## config.mk

```make
export PLATFORM = sky130hd
export DESIGN_NAME = bitty_core_pipe
export DESIGN_NICKNAME = d
export VERILOG_FILES = /design/src/rtl/bitty_core_pipe.sv
export SDC_FILE = /design/constraint.sdc
export NUM_CORES = 1
export LEC_CHECK = 0
export CORE_MARGIN = 2
export CORE_UTILIZATION = 50
export DETAILED_ROUTE_END_ITERATION = 12
export PLACE_DENSITY = 0.77
export SYNTH_ARGS = -nofsm -noshare
export SYNTH_HDL_FRONTEND = slang
export SYNTH_SLANG_ARGS = --single-unit
```

## constraint.sdc

```tcl
create_clock -name clk -period 7.1 [get_ports clk]
set_input_delay 0.71 -clock clk [delete_from_list [all_inputs] [get_ports clk]]
set_output_delay 0.71 -clock clk [all_outputs]
set_load 0.05 [all_outputs]
```

## src/rtl/bitty_core_pipe.sv

```systemverilog
// Multi-cycle Bitty core: accepts one 16-bit instruction at a time over a valid/ready handshake
// and steps it through LOAD, EXEC and WB against an 8-entry register file.
module bitty_core_pipe #(
  parameter int unsigned WIDTH    = 16,
  parameter int unsigned IMM_SEXT = 0
) (
  input  logic             clk,
  input  logic             reset,
  input  logic [15:0]      instr,
  input  logic             instr_valid,
  output logic             instr_ready,
  output logic [WIDTH-1:0] result,
  output logic             done,
  output logic [1:0]       state,
  input  logic [2:0]       dbg_addr,
  output logic [WIDTH-1:0] dbg_data
);

  typedef enum logic [1:0] {
    StIdle = 2'd0,
    StLoad = 2'd1,
    StExec = 2'd2,
    StWb   = 2'd3
  } state_e;

  localparam logic [WIDTH-1:0] HiMask = ~(WIDTH'(8'hFF));

  state_e           state_q;
  logic [15:0]      ir_q;
  logic [WIDTH-1:0] rf_q [8];
  logic [WIDTH-1:0] a_q, b_q, c_q, result_q;
  logic             done_q;

  logic [2:0]       rx, ry, op;
  logic [7:0]       imm8;
  logic [1:0]       fmt;
  logic [WIDTH-1:0] imm_ext;
  logic [WIDTH-1:0] alu;
  logic             shift_oob;

  assign rx   = ir_q[15:13];
  assign ry   = ir_q[12:10];
  assign imm8 = ir_q[12:5];
  assign op   = ir_q[4:2];
  assign fmt  = ir_q[1:0];

  // Upper bits filled with imm8[7] only when sign extension is selected.
  assign imm_ext = WIDTH'(imm8) | ((IMM_SEXT != 0 && imm8[7]) ? HiMask : '0);

  always_comb begin
    alu       = '0;
    shift_oob = 32'(b_q) >= WIDTH;
    case (op)
      3'b000: alu = a_q + b_q;
      3'b001: alu = a_q - b_q;
      3'b010: alu = a_q & b_q;
      3'b011: alu = a_q | b_q;
      3'b100: alu = a_q ^ b_q;
      3'b101: alu = shift_oob ? '0 : (a_q << b_q);
      3'b110: alu = shift_oob ? '0 : (a_q >> b_q);
      default: begin
        if (a_q == b_q)     alu = '0;
        else if (a_q > b_q) alu = WIDTH'(1);
        else                alu = WIDTH'(2);
      end
    endcase
  end

  always_ff @(posedge clk) begin
    if (reset) begin
      state_q  <= StIdle;
      ir_q     <= '0;
      a_q      <= '0;
      b_q      <= '0;
      c_q      <= '0;
      result_q <= '0;
      done_q   <= 1'b0;
      for (int i = 0; i < 8; i++) rf_q[i] <= '0;
    end else begin
      done_q <= 1'b0;
      unique case (state_q)
        StIdle: begin
          if (instr_valid) begin
            ir_q    <= instr;
            state_q <= StLoad;
          end
        end
        StLoad: begin
          a_q     <= rf_q[rx];
          b_q     <= (fmt == 2'b01) ? imm_ext : rf_q[ry];
          state_q <= StExec;
        end
        StExec: begin
          c_q     <= alu;
          state_q <= StWb;
        end
        StWb: begin
          // fmt 1x is a NOP: full sequence and done pulse, no architectural write.
          if (!fmt[1]) begin
            rf_q[rx] <= c_q;
            result_q <= c_q;
          end
          done_q  <= 1'b1;
          state_q <= StIdle;
        end
      endcase
    end
  end

  assign instr_ready = (state_q == StIdle);
  assign state       = state_q;
  assign result      = result_q;
  assign done        = done_q;
  assign dbg_data    = rf_q[dbg_addr];

endmodule

```

Word level (Yosys, flattened, before mapping). Memory sizes are Yosys's and may differ from the RTL's. A register that Yosys moved wholly into a read port is not among the register bits. Cells that the tools add are included.

Register bits after elaboration: 67. RAM bits: 128. Input bits: 22. Output and inout bits: 36. Word-level logic and storage cells: 54. Memories: 1.

Add/sub/neg operators: 2. Magnitude comparators: 2. Eq/ne operators: 12. Shifts and indexed selects: 2. Multiplexer cells: 20. Bitwise operators: 4. Reductions and logical operators: 5.

Memory list: rf_q (depth 8, width 16, rd ports 3, clocked after memory_dff 2, wr ports 8, RTL line 30) `logic [WIDTH-1:0] rf_q [8];`.

Operators with widths (count): $pmux 16 s7 (1); $mux 16 (4); $add 16x16->16 (1); $and 16x16->16 (1); $eq 16x16->1 (1); $ge 16x5->1 const B (1); $gt 16x16->1 (1); $or 16x16->16 (1); $reduce_or 16->1 (1); $shl 16x16->16 (1); $shr 16x16->16 (1); $sub 16x16->16 (1); $xor 16x16->16 (1); $eq 3x3->1 const B (3); $mux 3 (3); $mux 1 (8); $pmux 2 s4 (1); $eq 3x2->1 const B (2); $mux 2 (3); $eq 2x1->1 const B (2); $eq 2x2->1 const B (2); $reduce_and 2->1 (2); $eq 3x1->1 const B (1); $logic_not 3->1 (1); 3 further kinds (3).

Depth between registers and ports, before layout.
Word-level depth: 6. Depth in mapped cells: 12. Depth with buffers taken out: 11.

Worst setup path after synthesis. Ideal clock, no wire load.

Path type: reg-to-reg. Start point: register state_q[1] (netlist: state[1]). End point: memory rf_q[2][0] (enable). Library setup time: 0.411 ns. Arrival: 2.976 ns. Required time: 6.689 ns. Setup slack: 3.713 ns. Cell stages (with the launch flop): 8. Path buffers: 3. Period minus slack after synthesis: 3.387 ns. Cells stage by stage: dfxtp_1 -> ha_1 -> nand2b_1 -> clkbuf_1 -> or3_1 -> clkbuf_1 -> clkbuf_1 -> o21ai_0.

RTL lines: start: declaration (RTL line 28) `state_e state_q;`; start signal: assignment (RTL line 71) `state_q <= StIdle;`; start signal: assignment (RTL line 85) `state_q <= StLoad;`; start signal: assignment (RTL line 91) `state_q <= StExec;`; end: declaration (RTL line 30).

Final worst setup path.
Start point: input port dbg_addr[2]. End point: output port dbg_data[10].

Longest elaborated chain between the ends: 1.

RTL lines: start: declaration (RTL line 15) `input logic [2:0] dbg_addr,`; $mem_v2 8x16; end: declaration (RTL line 16) `output logic [WIDTH-1:0] dbg_data`.

No other way between the ends.

==> results.txt <==
----------------------------------------------------
[Job]
  Maxcap violations ... 0

[Synthesis]
  Share of synthesized area occupied by flip-flops and latches ... 37.5%
  Mapped Avg Cell Area ... 10.6 sq um
  Top post-synthesis cells by area ... sky130_fd_sc_hd__edfxtp_1 26%, sky130_fd_sc_hd__mux4_2 17%, sky130_fd_sc_hd__dfxtp_1 12%
  Synth Register Bits ... 214
  Synth area leader ... sky130_fd_sc_hd__edfxtp_1
  Main synth FF type ... sky130_fd_sc_hd__edfxtp_1
  Area of the mapped netlist ... 14800 sq um
  Count of unique library cells instantiated by Yosys ... 79
  Post-Syn Instances ... 1402
  Top cell type's share of synthesized area ... 25.9%
  Synthesized Nets ... 1478
  Count of flip-flops with a built-in enable after synthesis ... 128
  Proportion of register bits with asynchronous set or reset after synthesis ... 0%
  Synthesis Warnings ... 0

[Timing]
  Max Freq ... 0.263 GHz
  Worst rel slew slack ... 18.3%
  Worst Tran Pin Value ... 1230 ps
  Max Clock Skew ... 20.9 ps
  Setup repair after global routing missed its margin ... false
  Number of endpoints with negative hold slack in the final report ... 0
  Share of the cycle needed by the critical path after routing ... 53.5%
  Setup TNS ... 0 ps
  Count of endpoints failing setup in the final report ... 0
  Post-layout minimum cycle time ... 3800 ps
  Max-slew violation total from the final report ... 0

[Worst setup path]
  Crit-path max cell delay ... 1180 ps
  Element type at the critical path end ... primary output
  Number of buffer and inverter stages on the critical path ... 2
  Worst Setup Path Type ... input pin to primary output
  Data required time of the critical path ... 6390 ps
  Most repeated library cell on the critical path ... sky130_fd_sc_hd__clkdlybuf4s50_1
  CP max FO ... 16
  Data arrival time of the critical path ... 3090 ps
  Master of the slowest instance on the critical path ... sky130_fd_sc_hd__clkdlybuf4s50_1
  CP cell instances ... clkdlybuf4s50_1 > mux2_2 > clkdlybuf4s50_1
  Startpoint types ... input pin
  Category of cells accounting for the largest share of critical-path delay ... buffers and inverters

[Clock tree]
  Number of buffers inserted during clock tree synthesis ... 23
  Clock Tree Buf Depth ... 3
  TritonCTS clock tree ... yes
  Clock latency of the later-clocked register in the worst-skew pair ... 540 ps
  Clock transition at path regs ... 60 ps
  CTS hold repair buffers ... 0
  Setup repair bufs after CTS ... 0
  Master cell of the clock root buffer ... sky130_fd_sc_hd__clkbuf_16
  Clock H-tree levels ... 1
  Post-cts gate resize count ... 0
  CTS Sinks ... 214

[Routing]
  Mean routed wirelength per cell ... 25.3 um
  Final wirelength ... 45.4 mm
  Number of design-rule violations left by the first detailed-router iteration ... 1907
  Initial DRT Pass Iterations ... 6
  Via count ... 11.9k
  DRC violation count after routing ... 0
  Routed vias/inst ... 6.63
  Antenna Nets Post-Route ... 0

[Final layout]
  Post-route cell area ... 16300 sq um
  Post-layout instance count excluding filler cells ... 1792
  Syn-to-layout area delta ... 9.64%
  Net count of the finished layout ... 1460
  Fraction of layout instances using a drive strength above 1 ... 16.7%
  Post-layout utilization of the core ... 55.3%

[Die]
  Core Area ... 29400 sq um
  Die area ... 31000 sq um
  Starting density of the core ... 50.4%
  Height of the chip ... 176 um
  Cell Rows ... 63
  Die W ... 176 um
  I/O pins ... 58

[Pwr]
  Maximum resistive drop on vdd ... 0.215 mV
  Leakage power ... 0.00554 uW
  Pwr dens ... 347 nW/um^2
  Power consumption ... 5630 uW

[Status]
  Outcome ... finished, final reports clean

[Placement]
  HPWL Detailed ... 30.8 mm
  Routability congestion estimate ... 0.962
  Number of I/O port buffers ... 57
  Dpl cell area ... 15500 sq um
  Placed instance count ... 1749

[GRT]
  Initial antenna violation count ... 1
  All-layer global routing usage ... 29.5%
  Final global-route overflow total ... 0
  Via count of the first global-routing pass ... 11.5k
  Global-route wire length before repair ... 69.8 mm
  Pin count of the biggest net entering global routing ... 77

[Min path]
  Class of the most critical hold timing path ... flop to flop

----------------------------------------------------
area by class of cell:
cell class	count	area, sq um
diodes	1	2.50
clock buffers	24	579
clock inverters	18	144
fillers	2433	13100
inverters	61	229
multi-input cells	1004	8510
flip-flops and latches	214	5570
well taps	390	488
repair buffers	80	733
Yosys cell counts (4+ instances only):
cell type,instances
sky130_fd_sc_hd__edfxtp_1,128
sky130_fd_sc_hd__nor2_1,127
sky130_fd_sc_hd__and2_1,116
sky130_fd_sc_hd__nand2_1,113
sky130_fd_sc_hd__mux4_2,111
sky130_fd_sc_hd__clkbuf_1,88
sky130_fd_sc_hd__dfxtp_1,86
sky130_fd_sc_hd__a21oi_1,82
sky130_fd_sc_hd__inv_1,54
sky130_fd_sc_hd__ha_1,52
sky130_fd_sc_hd__mux2i_1,51
sky130_fd_sc_hd__o21ai_0,44
sky130_fd_sc_hd__mux2_2,29
sky130_fd_sc_hd__nor3_1,25
sky130_fd_sc_hd__a211oi_1,21
sky130_fd_sc_hd__nand3_1,20
sky130_fd_sc_hd__buf_2,16
sky130_fd_sc_hd__o221ai_1,13
sky130_fd_sc_hd__a31oi_1,12
sky130_fd_sc_hd__nand2b_1,12
sky130_fd_sc_hd__a22oi_1,9
sky130_fd_sc_hd__buf_1,9
sky130_fd_sc_hd__nor4_1,9
sky130_fd_sc_hd__a2bb2oi_1,8
sky130_fd_sc_hd__buf_6,8
sky130_fd_sc_hd__o31a_1,8
sky130_fd_sc_hd__o2111ai_1,7
sky130_fd_sc_hd__o211ai_1,7
sky130_fd_sc_hd__or3_1,7
sky130_fd_sc_hd__xnor2_1,7
sky130_fd_sc_hd__mux4_1,6
sky130_fd_sc_hd__o22ai_1,6
sky130_fd_sc_hd__a221o_1,5
sky130_fd_sc_hd__clkinv_1,5
sky130_fd_sc_hd__nand4_1,5
sky130_fd_sc_hd__nor2b_1,5
sky130_fd_sc_hd__o21a_1,5
sky130_fd_sc_hd__o21bai_1,5
sky130_fd_sc_hd__o32ai_1,5
sky130_fd_sc_hd__a2111oi_0,4
sky130_fd_sc_hd__a211o_1,4
sky130_fd_sc_hd__and3_1,4
sky130_fd_sc_hd__nand3b_1,4
sky130_fd_sc_hd__o31ai_1,4
sky130_fd_sc_hd__or2_2,4
through the flow:
step                      setup slack, ps  hold slack [ps]
after floorplan                      3710              437
after global placement               3330              443
after detailed placement             3340              452
after CTS                            3330              460
after global routing                 3280              481
final                                3300              457
report_power, final:
part	internal (uW)	total (uW)	switching, uW	leakage (uW)
Sequential	1460	1830	370	0.00202
Combinational	1060	2640	1580	0.00316
Clock	640	1170	527	0.000354
Total	3150	5630	2480	0.00554
sequential cells by signal (all words and copies together), names as in the netlist, named ones only:
signal  flops
a_q        16
b_q        16
done        1
rf_q      128
result     16
c_q        16
state       2
ir_q       16
placed cells by master, fill, tap and decap left out, types with 10 or more instances in the layout:
| cell type | count |
|---|---|
| sky130_fd_sc_hd__edfxtp_1 | 128 |
| sky130_fd_sc_hd__nor2_1 | 127 |
| sky130_fd_sc_hd__and2_1 | 116 |
| sky130_fd_sc_hd__nand2_1 | 113 |
| sky130_fd_sc_hd__mux4_2 | 111 |
| sky130_fd_sc_hd__a21oi_1 | 82 |
| sky130_fd_sc_hd__dfxtp_1 | 81 |
| sky130_fd_sc_hd__clkdlybuf4s50_1 | 55 |
| sky130_fd_sc_hd__inv_1 | 54 |
| sky130_fd_sc_hd__mux2i_1 | 51 |
| sky130_fd_sc_hd__ha_1 | 51 |
| sky130_fd_sc_hd__o21ai_0 | 38 |
| sky130_fd_sc_hd__mux2_2 | 29 |
| sky130_fd_sc_hd__nor3_1 | 25 |
| sky130_fd_sc_hd__clkbuf_16 | 23 |
| sky130_fd_sc_hd__buf_4 | 23 |
| sky130_fd_sc_hd__a211oi_1 | 21 |
| sky130_fd_sc_hd__nand3_1 | 20 |
| sky130_fd_sc_hd__o221ai_1 | 13 |
| sky130_fd_sc_hd__nand2b_1 | 12 |
| sky130_fd_sc_hd__a31oi_1 | 12 |
| sky130_fd_sc_hd__clkinv_1 | 10 |
worst min-delay path: cells and delay by family (launching register included):
kind            cells  cell delay (ps)
compound gates      1               50
simple gates        1               50
flops               1              310
cell families after synthesis:
logic type	Yosys count	share of synthesized area (%)
flip-flops	214	37.5
AND/OR/NAND/NOR	464	15.6
multiplexers	197	23.6
buffers and inverters	184	5.25
AO/OA/AOI/OAI	281	13.0
XOR/XNOR	8	0.473
adder cells (fa/ha/maj)	54	4.66
worst paths after layout:
check / startpoint / endpoint / slack (ps) / depth (start not counted)
worst max register to register: b_q[2]$_SDFFE_PP0N_ / c_q[1]$_SDFFE_PP0P_ / 3390 / 10
worst min register to register: result[1]$_SDFFE_PP0P_ / result[1]$_SDFFE_PP0P_ / 460 / 2
worst max-delay path: dbg_addr[2] / dbg_data[10] / 3300 / 3
worst min-delay path: result[1]$_SDFFE_PP0P_ / result[1]$_SDFFE_PP0P_ / 460 / 2
per-layer routing:
metal  wire length (um)  GRT usage (%)  vias to the layer above
met5                  0              0                        -
met4               2290           13.7                        0
met3               4800           6.18                      123
met2              20100           44.5                      767
met1              18100           40.9                     5753
li1                   -              -                     5230
No activity file was read; power rests on OpenSTA's default activity.
